## src/rtl/serial_adder.sv

```systemverilog
// Digit-serial adder/subtractor. Operands are captured on an accepted start and
// processed DIGIT bits per clock through a single DIGIT-bit adder slice, least
// significant digit first, with the inter-digit carry held in a flop. The
// result, carry and signed overflow are registered on the final digit and held
// until the next operation completes.
module serial_adder #(
    parameter int unsigned WIDTH = 8,
    parameter int unsigned DIGIT = 1
) (
    input  logic             clk_in,
    input  logic             rst_n_in,
    input  logic             start_in,
    input  logic             sub_in,
    input  logic [WIDTH-1:0] a_in,
    input  logic [WIDTH-1:0] b_in,
    input  logic             c_in,
    output logic             busy_out,
    output logic             done_out,
    output logic [WIDTH-1:0] sum_out,
    output logic             carry_out,
    output logic             overflow_out
);

    // Number of digits per operand and the counter that walks them.
    localparam int unsigned N  = WIDTH / DIGIT;
    localparam int unsigned CW = (N > 1) ? $clog2(N) : 1;
    localparam logic [CW-1:0] LAST = CW'(N - 1);

    typedef enum logic [1:0] {
        StIdle,
        StRun,
        StDone
    } state_e;

    state_e           r_state;
    state_e           w_state_next;

    // Captured operands and operation state.
    logic [WIDTH-1:0] r_a;
    logic [WIDTH-1:0] r_b;
    logic             r_sub;
    logic             r_carry;
    logic [CW-1:0]    r_cnt;

    // Partial result built up digit by digit; never visible on sum_out.
    logic [WIDTH-1:0] r_acc;

    // Held results.
    logic [WIDTH-1:0] r_sum;
    logic             r_cout;
    logic             r_ovf;

    logic             w_accept;
    logic             w_last;
    int unsigned      w_base;
    logic [DIGIT-1:0] w_a_dig;
    logic [DIGIT-1:0] w_b_dig;
    logic [DIGIT:0]   w_slice;
    logic             w_c_msb;
    logic [WIDTH-1:0] w_acc_next;

    // A start is accepted from IDLE and also from DONE (back-to-back operation).
    assign w_accept = start_in && ((r_state == StIdle) || (r_state == StDone));
    assign w_last   = (r_state == StRun) && (r_cnt == LAST);

    // One DIGIT-bit adder slice operating on the digit selected by the counter.
    always_comb begin
        w_base     = 32'(r_cnt) * DIGIT;
        w_a_dig    = r_a[w_base +: DIGIT];
        // Subtraction is a + ~b + ~borrow; the inverted borrow is preloaded into
        // the carry flop at capture time.
        w_b_dig    = r_b[w_base +: DIGIT] ^ {DIGIT{r_sub}};
        w_slice    = {1'b0, w_a_dig} + {1'b0, w_b_dig} + {{DIGIT{1'b0}}, r_carry};
        // Carry into the top bit of this digit, recovered from its sum bit. Only
        // consumed on the last digit, where that bit is the operand MSB.
        w_c_msb    = w_a_dig[DIGIT-1] ^ w_b_dig[DIGIT-1] ^ w_slice[DIGIT-1];
        w_acc_next = r_acc;
        w_acc_next[w_base +: DIGIT] = w_slice[DIGIT-1:0];
    end

    // State register.
    always_ff @(posedge clk_in or negedge rst_n_in) begin
        if (!rst_n_in) begin
            r_state <= StIdle;
        end else begin
            r_state <= w_state_next;
        end
    end

    // Next-state logic: IDLE -> RUN for N digits -> single-cycle DONE.
    always_comb begin
        w_state_next = r_state;
        unique case (r_state)
            StIdle: begin
                if (start_in) begin
                    w_state_next = StRun;
                end
            end
            StRun: begin
                if (r_cnt == LAST) begin
                    w_state_next = StDone;
                end
            end
            StDone: begin
                w_state_next = start_in ? StRun : StIdle;
            end
            default: begin
                w_state_next = StIdle;
            end
        endcase
    end

    // Operand capture, per-digit accumulation and result registration.
    always_ff @(posedge clk_in or negedge rst_n_in) begin
        if (!rst_n_in) begin
            r_a     <= '0;
            r_b     <= '0;
            r_sub   <= 1'b0;
            r_carry <= 1'b0;
            r_cnt   <= '0;
            r_acc   <= '0;
            r_sum   <= '0;
            r_cout  <= 1'b0;
            r_ovf   <= 1'b0;
        end else if (w_accept) begin
            r_a     <= a_in;
            r_b     <= b_in;
            r_sub   <= sub_in;
            r_carry <= c_in ^ sub_in;
            r_cnt   <= '0;
            r_acc   <= '0;
        end else if (r_state == StRun) begin
            r_carry <= w_slice[DIGIT];
            r_acc   <= w_acc_next;
            r_cnt   <= w_last ? '0 : r_cnt + CW'(1);
            if (w_last) begin
                r_sum  <= w_acc_next;
                r_cout <= w_slice[DIGIT];
                r_ovf  <= w_c_msb ^ w_slice[DIGIT];
            end
        end
    end

    assign busy_out     = (r_state == StRun);
    assign done_out     = (r_state == StDone);
    assign sum_out      = r_sum;
    assign carry_out    = r_cout;
    assign overflow_out = r_ovf;

endmodule
```

## config.mk

```make
export PLATFORM = sky130hd
export DESIGN_NAME = serial_adder
export DESIGN_NICKNAME = d
export VERILOG_FILES = /design/src/rtl/serial_adder.sv
export SDC_FILE = /design/constraint.sdc
export NUM_CORES = 1
export LEC_CHECK = 0
export BUFFER_PORTS_ARGS = -buffer_cell sky130_fd_sc_hd__buf_4
export CAP_MARGIN = 20
export CORE_MARGIN = 3
export CORE_UTILIZATION = 59
export CTS_CLUSTER_DIAMETER = 60
export CTS_CLUSTER_SIZE = 25
export DETAILED_ROUTE_END_ITERATION = 10
export GPL_ROUTABILITY_DRIVEN = 0
export PLACE_DENSITY = 0.83
export REMOVE_ABC_BUFFERS = 1
export SKIP_CTS_REPAIR_TIMING = 1
export SYNTH_ARGS = -nofsm -noshare
export SYNTH_HDL_FRONTEND = slang
export SYNTH_SLANG_ARGS = --single-unit
```

## constraint.sdc

```tcl
create_clock -name clk_in -period 4.05 [get_ports clk_in]
set_clock_uncertainty 0.05 [all_clocks]
set_input_delay 0.2025 -clock clk_in [delete_from_list [all_inputs] [get_ports clk_in]]
set_output_delay 0.2025 -clock clk_in [all_outputs]
set_load 0.1 [all_outputs]
```

==> implementation parameters, run 1 <==
Parameter                              Value

Setup path
  Top fanout value on the critical path    14
  Cell type with the highest occurrence count on the critical path    sky130_fd_sc_hd__mux2i_1
  CP Cell Sequence    mux4_1 -> mux2i_1 -> xor2_1 -> fa_1 -> clkinv_1 -> mux2i_1 -> o21ai_0
  Worst Setup End Kind    flip-flop
  Category of the worst setup path launch point    flip-flop
  Arrival time worst endpoint    3.02 ns
  Type of the setup path with the least slack    reg -> reg
  Delay of the slowest cell on the worst path    0.66 ns
  Required time worst endpoint    4.21 ns
  CP max-delay cell    sky130_fd_sc_hd__dfrtp_1

Placed design
  DP Cell Count    236
  Detailed placement HPWL    2840 um
  Port Buf Inserts    32

Clocking
  TritonCTS Buffers    5
  Clock tree from TritonCTS    built
  CTS max path bufs    2
  H-tree levels    2
  Clock transition at path regs    0.12 ns
  Clock insertion delay at the later pin of the skew report    0.35 ns
  TritonCTS sink count    41
  CTS root buf    sky130_fd_sc_hd__clkbuf_4

Floorplan
  Top-level I/O count    33
  Row count    20
  Area inside the core boundary    3130 sq um
  Initial Utilization    63.6%
  Die footprint    4110 sq um
  X dimension of the die    64.1 um
  Floorplan die height    64.1 um

STA
  Final critical path time including I/O delays and setup    2.86 ns
  Setup repair after global routing missed its margin    false
  Setup total negative slack    0 ns
  Timing-limited maximum frequency    350 MHz
  Least-Margin Pin Slew    0.717 ns
  Final setup violation count    0
  Max transition margin    52.0%
  Final number of hold-violating endpoints    0
  Final slew viol count    0
  Period utilisation layout    70.6%

Hold path
  Type of the most critical hold path    in -> reg

Synthesis
  Mapped Area    1990 sq um
  Post-synth ARST share    100%
  Number of enable flip-flop cells after synthesis    0
  Dominant cells by area after synthesis    sky130_fd_sc_hd__dfrtp_1 52%, sky130_fd_sc_hd__mux2_2 9.6%, sky130_fd_sc_hd__mux2i_1 4.0%, sky130_fd_sc_hd__mux4_1 4.0%, sky130_fd_sc_hd__o21ai_0 3.3%
  Most used flip-flop cell after synthesis    sky130_fd_sc_hd__dfrtp_1
  Post-synth top area cell    sky130_fd_sc_hd__dfrtp_1
  Share of synthesized area occupied by flip-flops and latches    51.5%
  Average cell area after synthesis    11.8 sq um
  Synth Register Bits    41
  Share of Yosys cell area claimed by the top area cell type    51.5%
  Number of distinct library cell variants in the gate-level netlist after synthesis    35
  Synth warn    0
  Cell count after synthesis    168

Drt
  Vias    1381
  DRC violation count after routing    0
  Per-cell via count in the routed design    5.64
  Drt total wl    3770 um
  ANT nets after route    0
  DR WL/cell    15.4 um
  First drt pass iteration count    4
  First DRT Iteration DRCs    77

Global route
  Antenna violations before repair    0
  Vias in the first global route    1432
  Pin count of the biggest net entering global routing    42
  Wire length of the first global-routing pass    6540 um
  GRT Resource Usage Total    20.5%
  Grt ovf    0

Cells and area
  Synth-to-Final Area Change    16.5%
  Number of standard cells in the layout, taps in and fillers out    245
  Layout cell share with drive strength beyond 1    30.8%
  Net total in the final layout    227
  Fillcell total    221
  Number of diodes added for antenna fixing    0

Run status
  Outcome    finished, final reports clean

Run
  Max-cap viol count    0
-- area by class of cell --
type / count / area, sq um / area share, %
clock buffer: 6 / 41.3 / 1.78
clock inverter: 2 / 10.0 / 0.432
inverter: 12 / 45.0 / 1.94
multi-input combinational: 106 / 883 / 38.1
sequential: 41 / 1030 / 44.3
tap: 44 / 55.1 / 2.37
timing repair buffer: 34 / 258 / 11.1
-- worst max-delay path, delay by kind of cell (launching register included) --
kind                     cells  cell delay [ns]
XOR/XNOR                     1             0.10
adder cells (fa/ha/maj)      1             0.51
multiplexers                 3             1.05
AO/OA/AOI/OAI                1             0.12
flip-flops                   1             0.66
buffers and inverters        1             0.24
-- layer usage --
layer / GRT usage [%] / up-vias / wire, um
li1: - / 652 / -
met1: 24.6 / 695 / 1480
met2: 36.9 / 28 / 2110
met3: 4.92 / 6 / 138
met4: 4.58 / 0 / 38
met5: 0 / - / 0
-- cells in the final DEF, fill, tap and decap left out, drive strengths merged --
| cell | count |
|---|---|
| nand4bb | 1 |
| o21bai | 1 |
| dfrtp | 41 |
| a32o | 3 |
| a21oi | 5 |
| nand2 | 17 |
| o21ai | 14 |
| o31ai | 1 |
| mux4 | 4 |
| buf | 33 |
| mux2i | 9 |
| clkbuf | 6 |
| a21o | 1 |
| xnor2 | 2 |
| nor2b | 3 |
| nor2 | 5 |
| ha | 5 |
| nand2b | 1 |
| o22ai | 3 |
| nand3 | 5 |
| o21ba | 1 |
| xor2 | 2 |
| and3 | 1 |
| fa | 1 |
| mux2 | 17 |
| inv | 11 |
| dlygate4sd3 | 1 |
| nor4b | 2 |
| and3b | 1 |
| clkinv | 3 |
| a211oi | 1 |
-- final timing paths --
kind,cells past startpoint,to,slack (ns),startpoint
max,7,sum_out[1],1.19,r_cnt[0]
min,2,r_b[7],0.04,b_in[7]
max reg2reg,7,sum_out[1],1.19,r_cnt[0]
min reg2reg,2,overflow_out,0.45,overflow_out
max in group asynchronous,2,r_b[7],3.28,rst_n_in
min in group asynchronous,2,overflow_out,0.30,rst_n_in
-- state kept, by name (all words and copies together), names as in the netlist --
| signal | count |
|---|---|
| r_a | 8 |
| r_acc | 8 |
| r_b | 8 |
| sum_out | 8 |
| r_cnt | 3 |
| r_state | 2 |
| carry_out | 1 |
| overflow_out | 1 |
| r_carry | 1 |
| r_sub | 1 |
-- cell families after synthesis --
logic type | count (synthesis) | share of synthesized area, %
flops | 41 | 51.5
fa+ha+maj | 6 | 4.15
mux | 30 | 19.9
simple gates | 36 | 9.18
buf+inv | 21 | 4.09
xor+xnor | 4 | 1.76
compound gates | 30 | 9.43
-- synthesized netlist by cell type (3+ instances only) --
master	instances
sky130_fd_sc_hd__inv_1	11
sky130_fd_sc_hd__o21ai_0	13
sky130_fd_sc_hd__a21oi_1	5
sky130_fd_sc_hd__mux2i_1	8
sky130_fd_sc_hd__a32o_1	3
sky130_fd_sc_hd__mux2_2	17
sky130_fd_sc_hd__nor2b_1	3
sky130_fd_sc_hd__ha_1	5
sky130_fd_sc_hd__nand3_1	5
sky130_fd_sc_hd__mux4_1	3
sky130_fd_sc_hd__o22ai_1	3
sky130_fd_sc_hd__nand2_1	17
sky130_fd_sc_hd__nor2_1	5
sky130_fd_sc_hd__dfrtp_1	41
sky130_fd_sc_hd__clkbuf_1	5
-- through the flow --
step	utilization [%]	hold slack [ns]	area [sq um]	setup slack (ns)
4_1_cts	73.8	-0.230	2310	1.19
6_report	74.1	0.0384	2320	1.19
5_1_grt	74.1	0.0118	2320	0.966
2_1_floorplan	-	-0.143	1950	1.53
3_5_place_dp	72.2	0.160	2260	1.21
3_3_place_gp	72.2	0.145	2260	1.34
Power of run 1 is not shown: default switching activity piles up to over one toggle a cycle in this logic, so the estimate is an artifact.
==> inputs of run 2 (changes only) <==
ABC_AREA = 1   (was default)
CORE_UTILIZATION = 56   (was 59)
PLACE_DENSITY = 0.79   (was 0.83)
clock period = 2.95 ns   (was 4.05 ns; I/O delays follow)
==> run 2 against run 1 <==
- the flow now finishes with violations (negative hold slack)
- first-iteration DRC count rose by 9.1%
- clock-buffer cell count rose by 1
- wire length rose by 12%
- register-to-register slack got worse by 0.71 ns
- synthesized cell count rose by 56%
- non-clock buffer count did not move
- final area rose by 7.7%
- setup slack got worse by 0.71 ns
- global-route usage rose by 0.93 points
- utilization fell by 2.7 points
- critical path type unchanged
==> implementation parameters, run 2 <==
Parameter                              Value

Global route
  Antenna violations before repair    0 (unchanged)
  Pin count of the biggest net entering global routing    42 (unchanged)
  GR Layer Usage met3    3.83% (was 4.92%)
  Grt ovf    0 (unchanged)
  Busiest metal layer after global routing    met2 (unchanged)
  Wire length of the first global-routing pass    7420 um (was 6540 um)
  GRT Resource Usage Total    21.4% (was 20.5%)
  Global routing usage on met1    28.9% (was 24.6%)
  Vias in the first global route    1712 (was 1432)
  Met2 track demand over resource in global routing    33.9% (was 36.9%)

Setup path
  Worst Setup End Kind    flip-flop (unchanged)
  Top fanout value on the critical path    11 (was 14)
  R2r startpoint    r_cnt[0] (unchanged)
  Category of the worst setup path launch point    flip-flop (unchanged)
  Worst reg2reg endpoint    sum_out[7] (was sum_out[1])
  R2R Setup Slk    0.48 ns (was 1.19 ns)
  Type of the setup path with the least slack    reg -> reg (unchanged)
  Required time worst endpoint    3.13 ns (was 4.21 ns)
  Worst reg2reg path depth    13 (was 7)
  Arrival time worst endpoint    2.64 ns (was 3.02 ns)

Floorplan
  Die footprint    4560 sq um (was 4110 sq um)
  Area inside the core boundary    3490 sq um (was 3130 sq um)
  Row count    21 (was 20)
  Floorplan die height    67.5 um (was 64.1 um)
  X dimension of the die    67.5 um (was 64.1 um)
  Initial Utilization    60.7% (was 63.6%)
  Top-level I/O count    33 (unchanged)

Synthesis
  Synth warn    0 (unchanged)
  XOR/XNOR Fraction of Synth Area    0.413% (was 1.76%)
  Number of distinct library cell variants in the gate-level netlist after synthesis    30 (was 35)
  Post-synth ARST share    100% (unchanged)
  Main combinational cell family by area after synthesis    simple AND/OR/NAND/NOR gates (was multiplexers)
  Most used flip-flop cell after synthesis    sky130_fd_sc_hd__dfrtp_1 (unchanged)
  Share of synthesized area occupied by flip-flops and latches    48.4% (was 51.5%)
  Share of Yosys cell area claimed by the top area cell type    48.4% (was 51.5%)
  Average cell area after synthesis    8.09 sq um (was 11.8 sq um)
  Cell count after synthesis    262 (was 168)
  Mapped Area    2120 sq um (was 1990 sq um)
  Number of enable flip-flop cells after synthesis    0 (unchanged)
  Cell types with the highest counts after synthesis    89 x sky130_fd_sc_hd__nand2_1, 41 x sky130_fd_sc_hd__dfrtp_1, 24 x sky130_fd_sc_hd__inv_1 (was 41 x sky130_fd_sc_hd__dfrtp_1, 17 x sky130_fd_sc_hd__mux2_2, 17 x sky130_fd_sc_hd__nand2_1)
  Synth Area in Compound Gates    10.1% (was 9.43%)
  Dominant cell by count in the synthesized netlist    sky130_fd_sc_hd__nand2_1 (was sky130_fd_sc_hd__dfrtp_1)
  Simple-gate area share of the yosys netlist    29.0% (was 9.18%)
  Proportion of synthesized area in mux cells    0% (was 19.9%)
  Dominant cells by area after synthesis    sky130_fd_sc_hd__dfrtp_1 48%, sky130_fd_sc_hd__nand2_1 16%, sky130_fd_sc_hd__nand3_1 4.7%, sky130_fd_sc_hd__o21ai_0 4.5%, sky130_fd_sc_hd__inv_1 4.2% (was sky130_fd_sc_hd__dfrtp_1 52%, sky130_fd_sc_hd__mux2_2 9.6%, sky130_fd_sc_hd__mux2i_1 4.0%, sky130_fd_sc_hd__mux4_1 4.0%, sky130_fd_sc_hd__o21ai_0 3.3%)
  Post-synth top area cell    sky130_fd_sc_hd__dfrtp_1 (unchanged)
  Adder-cell area share of the yosys netlist    3.89% (was 4.15%)
  Synth Register Bits    41 (unchanged)

Cells and area
  Number of diodes added for antenna fixing    0 (unchanged)
  Leading cell type in the layout, fill and taps excluded    sky130_fd_sc_hd__nand2_1 (was sky130_fd_sc_hd__dfrtp_1)
  Synth-to-Final Area Change    17.7% (was 16.5%)
  Final cell area excluding filler cells    2500 sq um (was 2320 sq um)
  Most frequent cells in the layout    89 x sky130_fd_sc_hd__nand2_1, 41 x sky130_fd_sc_hd__dfrtp_1, 33 x sky130_fd_sc_hd__buf_4, 24 x sky130_fd_sc_hd__inv_1, 20 x sky130_fd_sc_hd__nand3_1 (was 41 x sky130_fd_sc_hd__dfrtp_1, 33 x sky130_fd_sc_hd__buf_4, 17 x sky130_fd_sc_hd__nand2_1, 17 x sky130_fd_sc_hd__mux2_2, 13 x sky130_fd_sc_hd__o21ai_0)
  Net total in the final layout    322 (was 227)
  Layout cell share with drive strength beyond 1    20.6% (was 30.8%)
  Final core utilization    71.4% (was 74.1%)

STA
  Period utilisation layout    83.6% (was 70.6%)
  Max transition margin    63.9% (was 52.0%)
  Final setup violation count    0 (unchanged)
  Post-route worst setup slack    0.485 ns (was 1.19 ns)
  Least-Margin Pin Slew    0.541 ns (was 0.717 ns)
  Setup total negative slack    0 ns (unchanged)
  Setup repair after global routing missed its margin    false (unchanged)
  Final slew viol count    0 (unchanged)
  Timing-limited maximum frequency    406 MHz (was 350 MHz)
  Final critical path time including I/O delays and setup    2.47 ns (was 2.86 ns)
  Worst-case hold slack    -0.00352 ns (was 0.0384 ns)
  Final number of hold-violating endpoints    2 (was 0)

Drt
  DRC violation count after routing    0 (unchanged)
  Vias    1812 (was 1381)
  ANT nets after route    0 (unchanged)
  First drt pass iteration count    4 (unchanged)
  Per-cell via count in the routed design    5.30 (was 5.64)
  Drt total wl    4220 um (was 3770 um)
  DR WL/cell    12.3 um (was 15.4 um)
  First DRT Iteration DRCs    84 (was 77)

Clocking
  TritonCTS Buffers    5 (unchanged)
  CTS root buf    sky130_fd_sc_hd__clkbuf_8 (was sky130_fd_sc_hd__clkbuf_4)
  H-tree levels    2 (unchanged)
  CTS max path bufs    2 (unchanged)
  Clock transition at path regs    0.07 ns (was 0.12 ns)
  TritonCTS sink count    41 (unchanged)
  Clock insertion delay at the later pin of the skew report    0.29 ns (was 0.35 ns)
  Clock tree from TritonCTS    built (unchanged)

Placed design
  Total placed instance area    2370 sq um (was 2260 sq um)
  Post-placement setup slack    0.538 ns (was 1.21 ns)
  Port Buf Inserts    32 (unchanged)
  Detailed placement HPWL    3100 um (was 2840 um)

Run
  Max-cap viol count    0 (unchanged)

Hold path
  Hold wc startpoint    b_in[7] (unchanged)
  Min-Delay Path Depth    3 (was 2)
  Type of the most critical hold path    in -> reg (unchanged)
  Hold worst-path end    r_b[7] (unchanged)

Run status
  Outcome    finished, violations left (was finished, final reports clean)
  Violated checks    negative hold slack
run 2: cell count changes in the layout (fill, tap and decap cells not counted), moves of 5 or more:
cell and change:
sky130_fd_sc_hd__clkbuf_4 -5, sky130_fd_sc_hd__clkbuf_8 +6, sky130_fd_sc_hd__mux2i_1 -8, sky130_fd_sc_hd__o21ai_1 +13, sky130_fd_sc_hd__nand3_1 +15, sky130_fd_sc_hd__mux2_2 -17, sky130_fd_sc_hd__inv_2 +6, sky130_fd_sc_hd__inv_1 +13
sky130_fd_sc_hd__nor2_1 +6, sky130_fd_sc_hd__o21ai_0 +6, sky130_fd_sc_hd__nand2_1 +72
run 2: per-layer routing:
metal  vias up  wire length, um
li1        903                -
met1       855             1980
met2        47             1940
met3         7              212
met4         0               78
met5         -                0
run 2: how the worst max path moves through the flow:
| stage | endpoint | slack [ns] | from | depth (start not counted) |
|---|---|---|---|---|
| floorplan | r_acc[7] | 0.59 | r_cnt[0] | 13 |
| global placement | r_acc[7] | 0.66 | r_cnt[0] | 12 |
| detailed placement | sum_out[7] | 0.54 | r_cnt[0] | 13 |
| CTS | sum_out[7] | 0.51 | r_cnt[0] | 13 |
| global route | r_acc[7] | 0.22 | r_cnt[0] | 13 |
| finish | sum_out[7] | 0.48 | r_cnt[0] | 13 |
run 2: per-stage QoR:
step / hold slack, ns / std cells
finish: -0.00352 / 342
global route: 0.00273 / 342
CTS: -0.215 / 341
detailed placement: 0.0984 / 333
global placement: 0.103 / 333
floorplan: -0.198 / 254
run 2: area by class of cell:
type	count	area [sq um]
flip-flops and latches	41	1030
fillers	275	998
multi-input cells	182	922
repair buffers	34	258
inverters	31	116
clock buffers	7	86.3
well taps	46	57.6
clock inverters	1	30.0
run 2: critical path, cell delays in order, from the launching register on:
cell	delay, ns
sky130_fd_sc_hd__dfrtp_1	0.54
sky130_fd_sc_hd__inv_2	0.18
sky130_fd_sc_hd__o21ai_0	0.20
sky130_fd_sc_hd__o21ai_0	0.11
sky130_fd_sc_hd__nand2_1	0.09
sky130_fd_sc_hd__nand2_1	0.06
sky130_fd_sc_hd__nand2_1	0.06
sky130_fd_sc_hd__nand2_1	0.06
sky130_fd_sc_hd__fa_1	0.47
sky130_fd_sc_hd__inv_1	0.13
sky130_fd_sc_hd__nand3_4	0.11
sky130_fd_sc_hd__o31ai_2	0.22
sky130_fd_sc_hd__nand2_1	0.08
sky130_fd_sc_hd__nand2_1	0.06
run 2: cells by family after synthesis:
| kind of cell | count (synthesis) |
|---|---|
| simple gates | 136 |
| fa+ha+maj | 6 |
| flops | 41 |
| compound gates | 39 |
| buf+inv | 39 |
| xor+xnor | 1 |
Power of run 2 is left out for the same reason.
==> inputs of run 3 (changes only) <==
clock period = 2.5 ns   (was 2.95 ns; I/O delays follow)
==> run 3 against run 2 <==
- the flow still finishes with violations (negative hold slack)
- flip-flop and latch count is the same
- cell count is 3.2% higher
- global-route usage is 0.27 points higher
- first-iteration DRC count rose by 21%
- wire length increased by 8.0%
- maximum frequency up 8.2%
- clock-buffer cell count is 1 lower
- hold slack lost 0.023 ns
- die area is the same
- largest cell class unchanged
==> implementation parameters, run 3 (synthesized netlist as in run 2, its figures left out) <==
Parameter                              Value

Placed design
  Port Buf Inserts    32 (unchanged)
  Post-placement setup slack    0.189 ns (was 0.538 ns)
  Detailed placement HPWL    2990 um (was 3100 um)
  DP Cell Count    334 (was 333)

Setup path
  Top delay family on crit path    adder cells (was flip-flops)
  Worst reg2reg path depth    12 (was 13)
  Type of the setup path with the least slack    reg -> reg (unchanged)
  CP Cell Sequence    inv_4 -> o21ai_0 -> o21ai_0 -> nand2_1 -> nand3b_1 -> nand2_1 -> fa_1 -> inv_2 -> nand3_4 -> nor3_2 -> a21oi_2 -> o21ai_1 (was inv_2 -> o21ai_0 -> o21ai_0 -> nand2_1 -> nand2_1 -> nand2_1 -> nand2_1 -> fa_1 -> inv_1 -> nand3_4 -> o31ai_2 -> nand2_1 -> nand2_1)
  Arrival time worst endpoint    2.38 ns (was 2.64 ns)
  Delay of the slowest cell on the worst path    0.55 ns (was 0.54 ns)
  Worst Setup End Kind    flip-flop (unchanged)
  Top fanout value on the critical path    11 (unchanged)
  Required time worst endpoint    2.60 ns (was 3.13 ns)
  CP max-delay cell    sky130_fd_sc_hd__fa_1 (was sky130_fd_sc_hd__dfrtp_1)
  Number of cells on the critical path    12 (was 13)
  Count of buffering cells on the critical path with inverters included    2 (unchanged)
  Category of the worst setup path launch point    flip-flop (unchanged)

Floorplan
  X dimension of the die    67.5 um (unchanged)
  Die footprint    4560 sq um (unchanged)
  Area inside the core boundary    3490 sq um (unchanged)
  Top-level I/O count    33 (unchanged)
  Floorplan die height    67.5 um (unchanged)
  Row count    21 (unchanged)
  Initial Utilization    60.7% (unchanged)

Global route
  Wire length of the first global-routing pass    7470 um (was 7420 um)
  Vias in the first global route    1715 (was 1712)
  Antenna violations before repair    0 (unchanged)
  Grt ovf    0 (unchanged)
  GRT Resource Usage Total    21.7% (was 21.4%)
  Pin count of the biggest net entering global routing    42 (unchanged)

STA
  Final setup violation count    0 (unchanged)
  Max transition margin    65.0% (was 63.9%)
  Final number of hold-violating endpoints    4 (was 2)
  Timing-limited maximum frequency    439 MHz (was 406 MHz)
  Final slew viol count    0 (unchanged)
  Final critical path time including I/O delays and setup    2.28 ns (was 2.47 ns)
  Setup repair after global routing missed its margin    false (unchanged)
  Post-route worst setup slack    0.221 ns (was 0.485 ns)
  Least-Margin Pin Slew    0.525 ns (was 0.541 ns)
  Setup total negative slack    0 ns (unchanged)
  Period utilisation layout    91.2% (was 83.6%)
  Worst-case hold slack    -0.0268 ns (was -0.00352 ns)

Drt
  Per-cell via count in the routed design    5.23 (was 5.30)
  Drt total wl    4550 um (was 4220 um)
  ANT nets after route    0 (unchanged)
  First drt pass iteration count    4 (unchanged)
  DRC violation count after routing    0 (unchanged)
  DR WL/cell    12.9 um (was 12.3 um)
  Vias    1845 (was 1812)
  First DRT Iteration DRCs    102 (was 84)

Clocking
  H-tree levels    2 (unchanged)
  Clock insertion delay at the later pin of the skew report    0.29 ns (about the same)
  Clock tree from TritonCTS    built (unchanged)
  TritonCTS Buffers    5 (unchanged)
  CTS max path bufs    2 (unchanged)
  CTS root buf    sky130_fd_sc_hd__clkbuf_8 (unchanged)
  TritonCTS sink count    41 (unchanged)
  Clock transition at path regs    0.08 ns (was 0.07 ns)

Hold path
  Min-Delay Path Depth    3 (unchanged)
  Type of the most critical hold path    in -> reg (unchanged)

Cells and area
  Layout cell share with drive strength beyond 1    21.5% (was 20.6%)
  Number of diodes added for antenna fixing    0 (unchanged)
  Net total in the final layout    333 (was 322)
  Number of standard cells in the layout, taps in and fillers out    353 (was 342)
  Synth-to-Final Area Change    23.4% (was 17.7%)
  Leading cell type in the layout, fill and taps excluded    sky130_fd_sc_hd__nand2_1 (unchanged)
  Most frequent cells in the layout    89 x sky130_fd_sc_hd__nand2_1, 39 x sky130_fd_sc_hd__dfrtp_1, 34 x sky130_fd_sc_hd__buf_4, 23 x sky130_fd_sc_hd__inv_1, 20 x sky130_fd_sc_hd__nand3_1 (was 89 x sky130_fd_sc_hd__nand2_1, 41 x sky130_fd_sc_hd__dfrtp_1, 33 x sky130_fd_sc_hd__buf_4, 24 x sky130_fd_sc_hd__inv_1, 20 x sky130_fd_sc_hd__nand3_1)
  Fillcell total    266 (was 275)

Run status
  Outcome    finished, violations left (unchanged)
  Violated checks    negative hold slack (unchanged)

Run
  Max-cap viol count    0 (unchanged)
run 3: changes by cell type in the layout (fill, tap and decap cells not counted), moves of 2 or more:
cell                            change
sky130_fd_sc_hd__dfrtp_2            +2
sky130_fd_sc_hd__dlygate4sd3_1      +9
sky130_fd_sc_hd__dfrtp_1            -2
sky130_fd_sc_hd__inv_4              +2
run 3: per-stage QoR:
stage,util (%),cell area (sq um)
finish,74.9,2620
global route,74.9,2620
CTS,71.2,2490
detailed placement,68.0,2380
global placement,68.0,2380
floorplan,-,2060
run 3: metal layers:
layer	vias to the layer above	global-route usage [%]	wire length (um)
met5	-	0	0
met4	0	7.09	48
met3	6	6.66	252
met2	43	32.4	2130
met1	876	29.9	2130
li1	920	-	-
run 3: path summary, 6_finish.rpt:
check / start / to / slack (ns)
setup / recovery: r_cnt[0] / sum_out[1] / 0.22
hold / removal: b_in[3] / r_b[3] / -0.03
setup reg to reg: r_cnt[0] / sum_out[1] / 0.22
hold reg to reg: r_b[5] / r_b[5] / 0.43
max in group asynchronous: rst_n_in / r_cnt[0] / 1.73
min in group asynchronous: rst_n_in / r_b[3] / 0.29
run 3: layout make-up:
cell class,count,area (sq um),share of cell area (%)
Sequential cell,41,1030,39.3
Inverter,31,121,4.64
Clock inverter,2,38.8,1.48
Tap cell,46,57.6,2.20
Timing Repair Buffer,45,367,14.0
Clock buffer,6,72.6,2.77
Multi-Input combinational cell,182,931,35.6
run 3: worst min-delay path: cells and delay by family:
| family | cells | cell delay (ns) |
|---|---|---|
| buffers and inverters | 1 | 0.08 |
| AND/OR/NAND/NOR | 2 | 0.08 |
Power of run 3 is left out for the same reason.
